===== config.mk =====
export PLATFORM = sky130hd
export DESIGN_NAME = xheep_load_sequencer
export DESIGN_NICKNAME = d
export VERILOG_FILES = /design/src/rtl/xheep_load_pkg.sv /design/src/rtl/xheep_load_sequencer.sv
export SDC_FILE = /design/constraint.sdc
export NUM_CORES = 1
export LEC_CHECK = 0
export CORE_MARGIN = 5
export CORE_UTILIZATION = 48
export CTS_CLUSTER_DIAMETER = 60
export CTS_CLUSTER_SIZE = 20
export DETAILED_ROUTE_END_ITERATION = 12
export PLACE_DENSITY = 0.86
export RECOVER_POWER = 100
export SLEW_MARGIN = 30
export SYNTH_ARGS = -nofsm -noshare
export SYNTH_HDL_FRONTEND = slang
export SYNTH_SLANG_ARGS = --single-unit

===== constraint.sdc =====
create_clock -name clk_i -period 3.25 [get_ports clk_i]
set_clock_uncertainty 0.05 [all_clocks]
set_input_delay 0.65 -clock clk_i [delete_from_list [all_inputs] [get_ports clk_i]]
set_output_delay 0.65 -clock clk_i [all_outputs]
set_load 0.05 [all_outputs]

===== src/rtl/xheep_load_pkg.sv =====
// Shared types and defaults for the X-HEEP program-load sequencer.
package xheep_load_pkg;

  typedef enum logic [1:0] {
    OP_NOP      = 2'd0,
    OP_SET_ADDR = 2'd1,
    OP_WRITE    = 2'd2,
    OP_CLR      = 2'd3
  } cmd_op_e;

  typedef enum logic [1:0] {
    S_IDLE      = 2'd0,
    S_ADDR_WAIT = 2'd1,
    S_DATA_WAIT = 2'd2,
    S_ERR       = 2'd3
  } seq_state_e;

  localparam int unsigned TIMEOUT_CYCLES_DEF = 1024;

endpackage


===== src/rtl/xheep_load_sequencer.sv =====
// Host-side sequencer driving the bridge2xheep address/instruction valid flags.
//
// state     | meaning
// ----------+-------------------------------------------------------------
// IDLE      | no flag raised; accepts a command when the bridge is not busy
// ADDR_WAIT | new_addr_valid_o high, waiting for rst_new_addr_valid_i
// DATA_WAIT | inst_valid_o high, waiting for rst_instr_valid_i
// ERR       | a flag timed out; only CLR leaves, other commands are dropped
module xheep_load_sequencer
  import xheep_load_pkg::*;
#(
  parameter int unsigned TIMEOUT_CYCLES = TIMEOUT_CYCLES_DEF,
  parameter int unsigned CNT_W          = 16
) (
  input  logic             clk_i,
  input  logic             rst_ni,
  input  logic             cmd_valid_i,
  output logic             cmd_ready_o,
  input  logic [1:0]       cmd_op_i,
  input  logic [31:0]      cmd_data_i,
  output logic             new_addr_valid_o,
  output logic [31:0]      new_section_address_o,
  output logic             inst_valid_o,
  output logic [31:0]      instruction_o,
  input  logic             busy_i,
  input  logic             rst_new_addr_valid_i,
  input  logic             rst_instr_valid_i,
  input  logic             obi_rvalid_i,
  input  logic [31:0]      obi_rdata_i,
  output logic [CNT_W-1:0] words_written_o,
  output logic [31:0]      checksum_o,
  output logic [31:0]      last_rdata_o,
  output logic             err_timeout_o,
  output logic             idle_o
);

  localparam int unsigned TW = (TIMEOUT_CYCLES > 2) ? $clog2(TIMEOUT_CYCLES) : 1;
  localparam logic [TW-1:0] TIMER_LAST = TW'(TIMEOUT_CYCLES - 1);

  seq_state_e       state_q, state_d;
  logic [TW-1:0]    timer_q, timer_d;
  logic [31:0]      addr_q, addr_d;
  logic [31:0]      instr_q, instr_d;
  logic [CNT_W-1:0] words_q, words_d;
  logic [31:0]      csum_q, csum_d;
  logic             err_q, err_d;
  logic [31:0]      rdata_q;
  logic             hs;
  cmd_op_e          op;

  assign op          = cmd_op_e'(cmd_op_i);
  assign cmd_ready_o = ((state_q == S_IDLE) && !busy_i) || (state_q == S_ERR);
  assign hs          = cmd_valid_i && cmd_ready_o;

  // The bridge flags are pure functions of the wait states, so leaving a
  // wait state (ack, timeout or reset) drops the flag on the same edge.
  assign new_addr_valid_o      = (state_q == S_ADDR_WAIT);
  assign inst_valid_o          = (state_q == S_DATA_WAIT);
  assign new_section_address_o = addr_q;
  assign instruction_o         = instr_q;
  assign words_written_o       = words_q;
  assign checksum_o            = csum_q;
  assign last_rdata_o          = rdata_q;
  assign err_timeout_o         = err_q;
  assign idle_o                = (state_q == S_IDLE) && !busy_i;

  // State, timer and statistics registers.
  always_ff @(posedge clk_i) begin
    if (!rst_ni) begin
      state_q <= S_IDLE;
      timer_q <= '0;
      addr_q  <= '0;
      instr_q <= '0;
      words_q <= '0;
      csum_q  <= '0;
      err_q   <= 1'b0;
    end else begin
      state_q <= state_d;
      timer_q <= timer_d;
      addr_q  <= addr_d;
      instr_q <= instr_d;
      words_q <= words_d;
      csum_q  <= csum_d;
      err_q   <= err_d;
    end
  end

  // OBI read-data capture runs regardless of the sequencer state.
  always_ff @(posedge clk_i) begin
    if (!rst_ni) begin
      rdata_q <= '0;
    end else if (obi_rvalid_i) begin
      rdata_q <= obi_rdata_i;
    end
  end

  // Next-state logic: command acceptance, ack tracking and timeout.
  always_comb begin
    state_d = state_q;
    timer_d = timer_q;
    addr_d  = addr_q;
    instr_d = instr_q;
    words_d = words_q;
    csum_d  = csum_q;
    err_d   = err_q;
    case (state_q)
      S_IDLE: begin
        if (hs) begin
          case (op)
            OP_SET_ADDR: begin
              addr_d  = cmd_data_i;
              words_d = '0;
              csum_d  = '0;
              timer_d = '0;
              state_d = S_ADDR_WAIT;
            end
            OP_WRITE: begin
              instr_d = cmd_data_i;
              timer_d = '0;
              state_d = S_DATA_WAIT;
            end
            OP_CLR:  err_d = 1'b0;
            default: ;
          endcase
        end
      end
      S_ADDR_WAIT: begin
        // An ack on the expiry cycle still counts as normal completion.
        if (rst_new_addr_valid_i) begin
          state_d = S_IDLE;
        end else if (timer_q == TIMER_LAST) begin
          err_d   = 1'b1;
          state_d = S_ERR;
        end else begin
          timer_d = timer_q + TW'(1);
        end
      end
      S_DATA_WAIT: begin
        if (rst_instr_valid_i) begin
          words_d = words_q + CNT_W'(1);
          csum_d  = csum_q ^ instr_q;
          state_d = S_IDLE;
        end else if (timer_q == TIMER_LAST) begin
          err_d   = 1'b1;
          state_d = S_ERR;
        end else begin
          timer_d = timer_q + TW'(1);
        end
      end
      S_ERR: begin
        if (hs && (op == OP_CLR)) begin
          err_d   = 1'b0;
          state_d = S_IDLE;
        end
      end
      default: state_d = S_IDLE;
    endcase
  end

endmodule


==> results.md, run 1 <==
Timing:
- In the finished design, the share of the clock period the worst path needs comes to 95.6%.
- Based on the critical path, the design can be clocked at up to 322 MHz.
- Setup repair after global routing left no endpoint under its margin.
- The count of final hold-check violations is 0.
- The setup slack after layout is 144 ps.
- The worst path in the final design needs a cycle of 3110 ps, including I/O delays and setup.
- Headroom to the max-slew limit came out at 22.5%.
- For the pin with the worst max-slew slack, the measured transition is 1160 ps.
- Setup violations remaining at the end of the flow were counted as 0.
- The max-slew violation count is 0.
- The worst hold slack is 399 ps.
- For the final routed database, the setup TNS stands at 0 ps.

CTS:
- The total of cells resized after clock tree synthesis is 0.
- The root buffer cell chosen for the clock tree is sky130_fd_sc_hd__clkbuf_16.
- The clock buffer count from CTS is 17.
- The number of post-CTS setup repair buffers is 0.
- At the later pin of the worst-skew pair, clock insertion delay measures 410 ps.
- The clock transition time at the flip-flop clock pins of the worst setup and hold paths is 60 ps.
- TritonCTS built the clock tree.
- In this run the deepest clock path goes through 2 buffers.
- In this run, post-CTS hold repair placed 0 buffers.
- The number of H-tree levels is 4.
- The tree built by TritonCTS fans out to 157 sinks.

Synth:
- The commonest cells after synthesis are sky130_fd_sc_hd__dfxtp_1 (157), sky130_fd_sc_hd__nand2_1 (143), sky130_fd_sc_hd__nor2_1 (87).
- The per-instance average area after synthesis is 8.56 µm².
- The area share of the largest cell type after synthesis is 51.1%.
- The post-synthesis instance total is 718.
- The synthesized design contains 0 enable-type register cells.
- The total standard cell area after synthesis is 6150 µm².
- The library cell occupying the most area in the post-synthesis netlist is sky130_fd_sc_hd__dfxtp_1.
- The count of different cell masters after synthesis is 43.
- Counting flops and latches in the post-synthesis netlist gives 157.
- The most repeated cell in the gate-level netlist after synthesis is sky130_fd_sc_hd__dfxtp_1.
- In the post-synthesis netlist, the biggest area contributors are sky130_fd_sc_hd__dfxtp_1 (51%), sky130_fd_sc_hd__nand2_1 (8.7%), sky130_fd_sc_hd__a21oi_1 (6.2%), sky130_fd_sc_hd__xor2_1 (5.6%), sky130_fd_sc_hd__mux2i_1 (5.5%).
- The portion of the post-synthesis area used by sequential elements is 51.1%.
- When the netlist entered floorplanning its net count stood at 801.
- The count of yosys warnings during synthesis is 0.
- In the synthesized netlist the dominant register cell turns out to be sky130_fd_sc_hd__dfxtp_1.
- Of all flip-flops after synthesis, the portion carrying an async set or reset was 0%.

Finish:
- The number of antenna diodes is 0.
- The area added between synthesis and finish is 48.1%.
- The number of nets in the finished design is 1012.
- The share of cells above drive strength 1 is 4.78%.

Min path:
- The worst hold path belongs to the class reg -> reg.

Detailed routing:
- The final antenna-violating net count is 0.
- The via density per instance is 5.24.
- The violation count after the first detailed-route iteration is 443.
- Wires add up to 18300 µm.
- For this run, the detailed router's first-pass iteration total came to 5.
- The overall via count from detail_route is 5832.
- After detailed routing, the average wire length per cell comes to 16.4 µm.
- The DRC violation count after routing is 0.

Setup path:
- By startpoint and endpoint, the worst setup path is classified as reg -> out.
- The worst register-to-register path ends at checksum_o[15]$_SDFFE_PN0P_.
- In this run the worst setup path terminates at cmd_ready_o.
- Counting cells, the worst reg-to-reg path comes to 8.
- The critical path launch point type is a flip-flop.
- The startpoint of the worst setup timing path is state_q[0]$_SDFFE_PN0P_.
- The critical path arrival is 2410 ps.
- Data on the critical path is required at its endpoint by 2550 ps.
- The worst setup path is captured at an output port.
- The setup slack of the most critical reg-to-reg path is 400 ps.
- The largest fanout on the critical path is 13.
- The launch point of the worst reg-to-reg path is state_q[0]$_SDFFE_PN0P_.

Global routing:
- The global-route met3 utilization is 8.23%.
- The total track usage is 23.9%.
- The aggregate global routing overflow is 0.
- The global-route track usage on met2 is 40.0%.
- The via count of the first global-routing pass is 5731.
- The most used routing layer is met2.
- Entering global routing, the biggest net connects 45 pins.
- The first global-routing pass estimated 28500 µm of wire.
- Global routing consumed, on the met1 layer, 27.6% of the routing resources.
- The number of antenna violations at the first check in global routing is 0.

Place:
- The number of input and output port buffers inserted is 221.
- Detailed placement ended at an HPWL of 12900 µm.
- Before CTS, the worst setup slack after placement is 262 ps.
- Routability-driven placement finished with a final weighted congestion of 0.837.

Floorplanning:
- During I/O placement, the number of pins put on the boundary was 222.
- For this configuration, the core starts out at a cell density of 48.9%.
- Measured along the x axis, the die boundary spans 123 µm.
- The floorplan has 41 rows.
- The floorplan step set the die height to 123 µm.
- The placeable core area is 12600 µm².
- The die area is 15200 µm².

Job:
- The tool flagged a number of max-cap violations equal to 0.

Outcome:
- The run finished with clean final reports.

Pwr:
- The static power due to leakage is 3.82 nW.
- The total power density per cell area is 525 nW/µm².
- The worst vdd rail ir drop is 0.319 mV.
## power breakdown
part | leakage [nW] | internal (mW) | switching, mW
registers | 1.27 | 1.98 | 0.0340
logic | 2.25 | 0.240 | 0.504
clock network | 0.294 | 1.27 | 0.756
total | 3.82 | 3.49 | 1.29
## placed cells by master (no fill, tap or decap), drive strengths merged, types with 2 or more instances in the layout
cell type / count
a211oi: 4
a21oi: 76
and2: 2
and3: 5
and4: 2
buf: 6
bufinv: 3
clkbuf: 31
clkdlybuf4s50: 70
clkinv: 3
clkinvlp: 2
dfxtp: 157
dlygate4sd3: 150
ha: 10
inv: 10
mux2i: 34
nand2: 143
nand2b: 5
nand3: 47
nand4: 4
nor2: 87
nor2b: 2
nor3: 5
nor4: 5
o211ai: 2
o21ai: 9
or3: 6
xnor2: 8
xor2: 39
## flip-flops by register name (all words and copies together), names as in the netlist
signal                 flops
timer_q                   10
last_rdata_o              32
instruction_o             32
err_timeout_o              1
checksum_o                32
new_section_address_o     32
state_q                    2
words_written_o           16
## cells by family after synthesis
kind of cell / count (synthesis) / synth area share [%]
AO/OA/AOI/OAI: 100 / 8.99
XOR/XNOR: 47 / 6.69
adder cells (fa/ha/maj): 10 / 2.03
buffers and inverters: 51 / 3.19
flip-flops: 157 / 51.1
multiplexers: 34 / 5.53
AND/OR/NAND/NOR: 319 / 22.4
## per-stage QoR
step	total power [mW]	instance area, µm²	cells	utilization (%)
finish	4.78	9110	1114	72.5
global route	4.96	9110	1114	72.5
CTS	4.85	9160	1114	72.9
detailed placement	2.83	8550	1082	68.0
global placement	2.82	8550	1082	68.0
floorplan	2.51	6150	718	-
## routing by layer
layer  share of wire (%)  vias to the layer above
met4                 3.4                        0
met1                  39                     2698
met2                  48                      260
met5                   0                        -
met3                 9.9                       52
li1                    -                     2822
## worst min path at each step
| stage | start | end | cells after the start |
|---|---|---|---|
| 5_1_grt | new_section_address_o[2]$_SDFFE_PN0P_ | new_section_address_o[2]$_SDFFE_PN0P_ | 2 |
| 3_5_place_dp | new_section_address_o[26]$_SDFFE_PN0P_ | new_section_address_o[26]$_SDFFE_PN0P_ | 2 |
| 4_1_cts | new_section_address_o[7]$_SDFFE_PN0P_ | new_section_address_o[7]$_SDFFE_PN0P_ | 2 |
| 6_report | new_section_address_o[26]$_SDFFE_PN0P_ | new_section_address_o[26]$_SDFFE_PN0P_ | 2 |
| 3_3_place_gp | new_section_address_o[22]$_SDFFE_PN0P_ | new_section_address_o[22]$_SDFFE_PN0P_ | 2 |
| 2_1_floorplan | timer_q[9]$_SDFFE_PN0P_ | timer_q[9]$_SDFFE_PN0P_ | 2 |
## area by class of cell
class,count,area [µm²]
Sequential cell,157,3140
Clock inverter,9,133
Timing Repair Buffer,234,2280
Clock buffer,23,478
Tap cell,172,215
Inverter,9,33.8
Multi-Input combinational cell,510,2830
Fill cell,930,3460
## critical path, cell delays in order (launching register included)
cell,delay [ps]
sky130_fd_sc_hd__dfxtp_1,370
sky130_fd_sc_hd__inv_1,100
sky130_fd_sc_hd__ha_1,450
sky130_fd_sc_hd__nand2b_1,170
sky130_fd_sc_hd__nand2_1,100
sky130_fd_sc_hd__clkdlybuf4s50_1,800
Power figures use the tool's default switching activity.
==> run 2, diff against run 1 <==
--- a/config.mk
+++ b/config.mk
@@ -8,7 +8,7 @@
 export CORE_MARGIN = 5
 export CORE_UTILIZATION = 48
 export CTS_CLUSTER_DIAMETER = 60
-export CTS_CLUSTER_SIZE = 20
+export CTS_CLUSTER_SIZE = 14
 export DETAILED_ROUTE_END_ITERATION = 12
 export PLACE_DENSITY = 0.86
 export RECOVER_POWER = 100
==> results of run 2 <==
Final layout, timing and power as in run 1 (identical DEF).
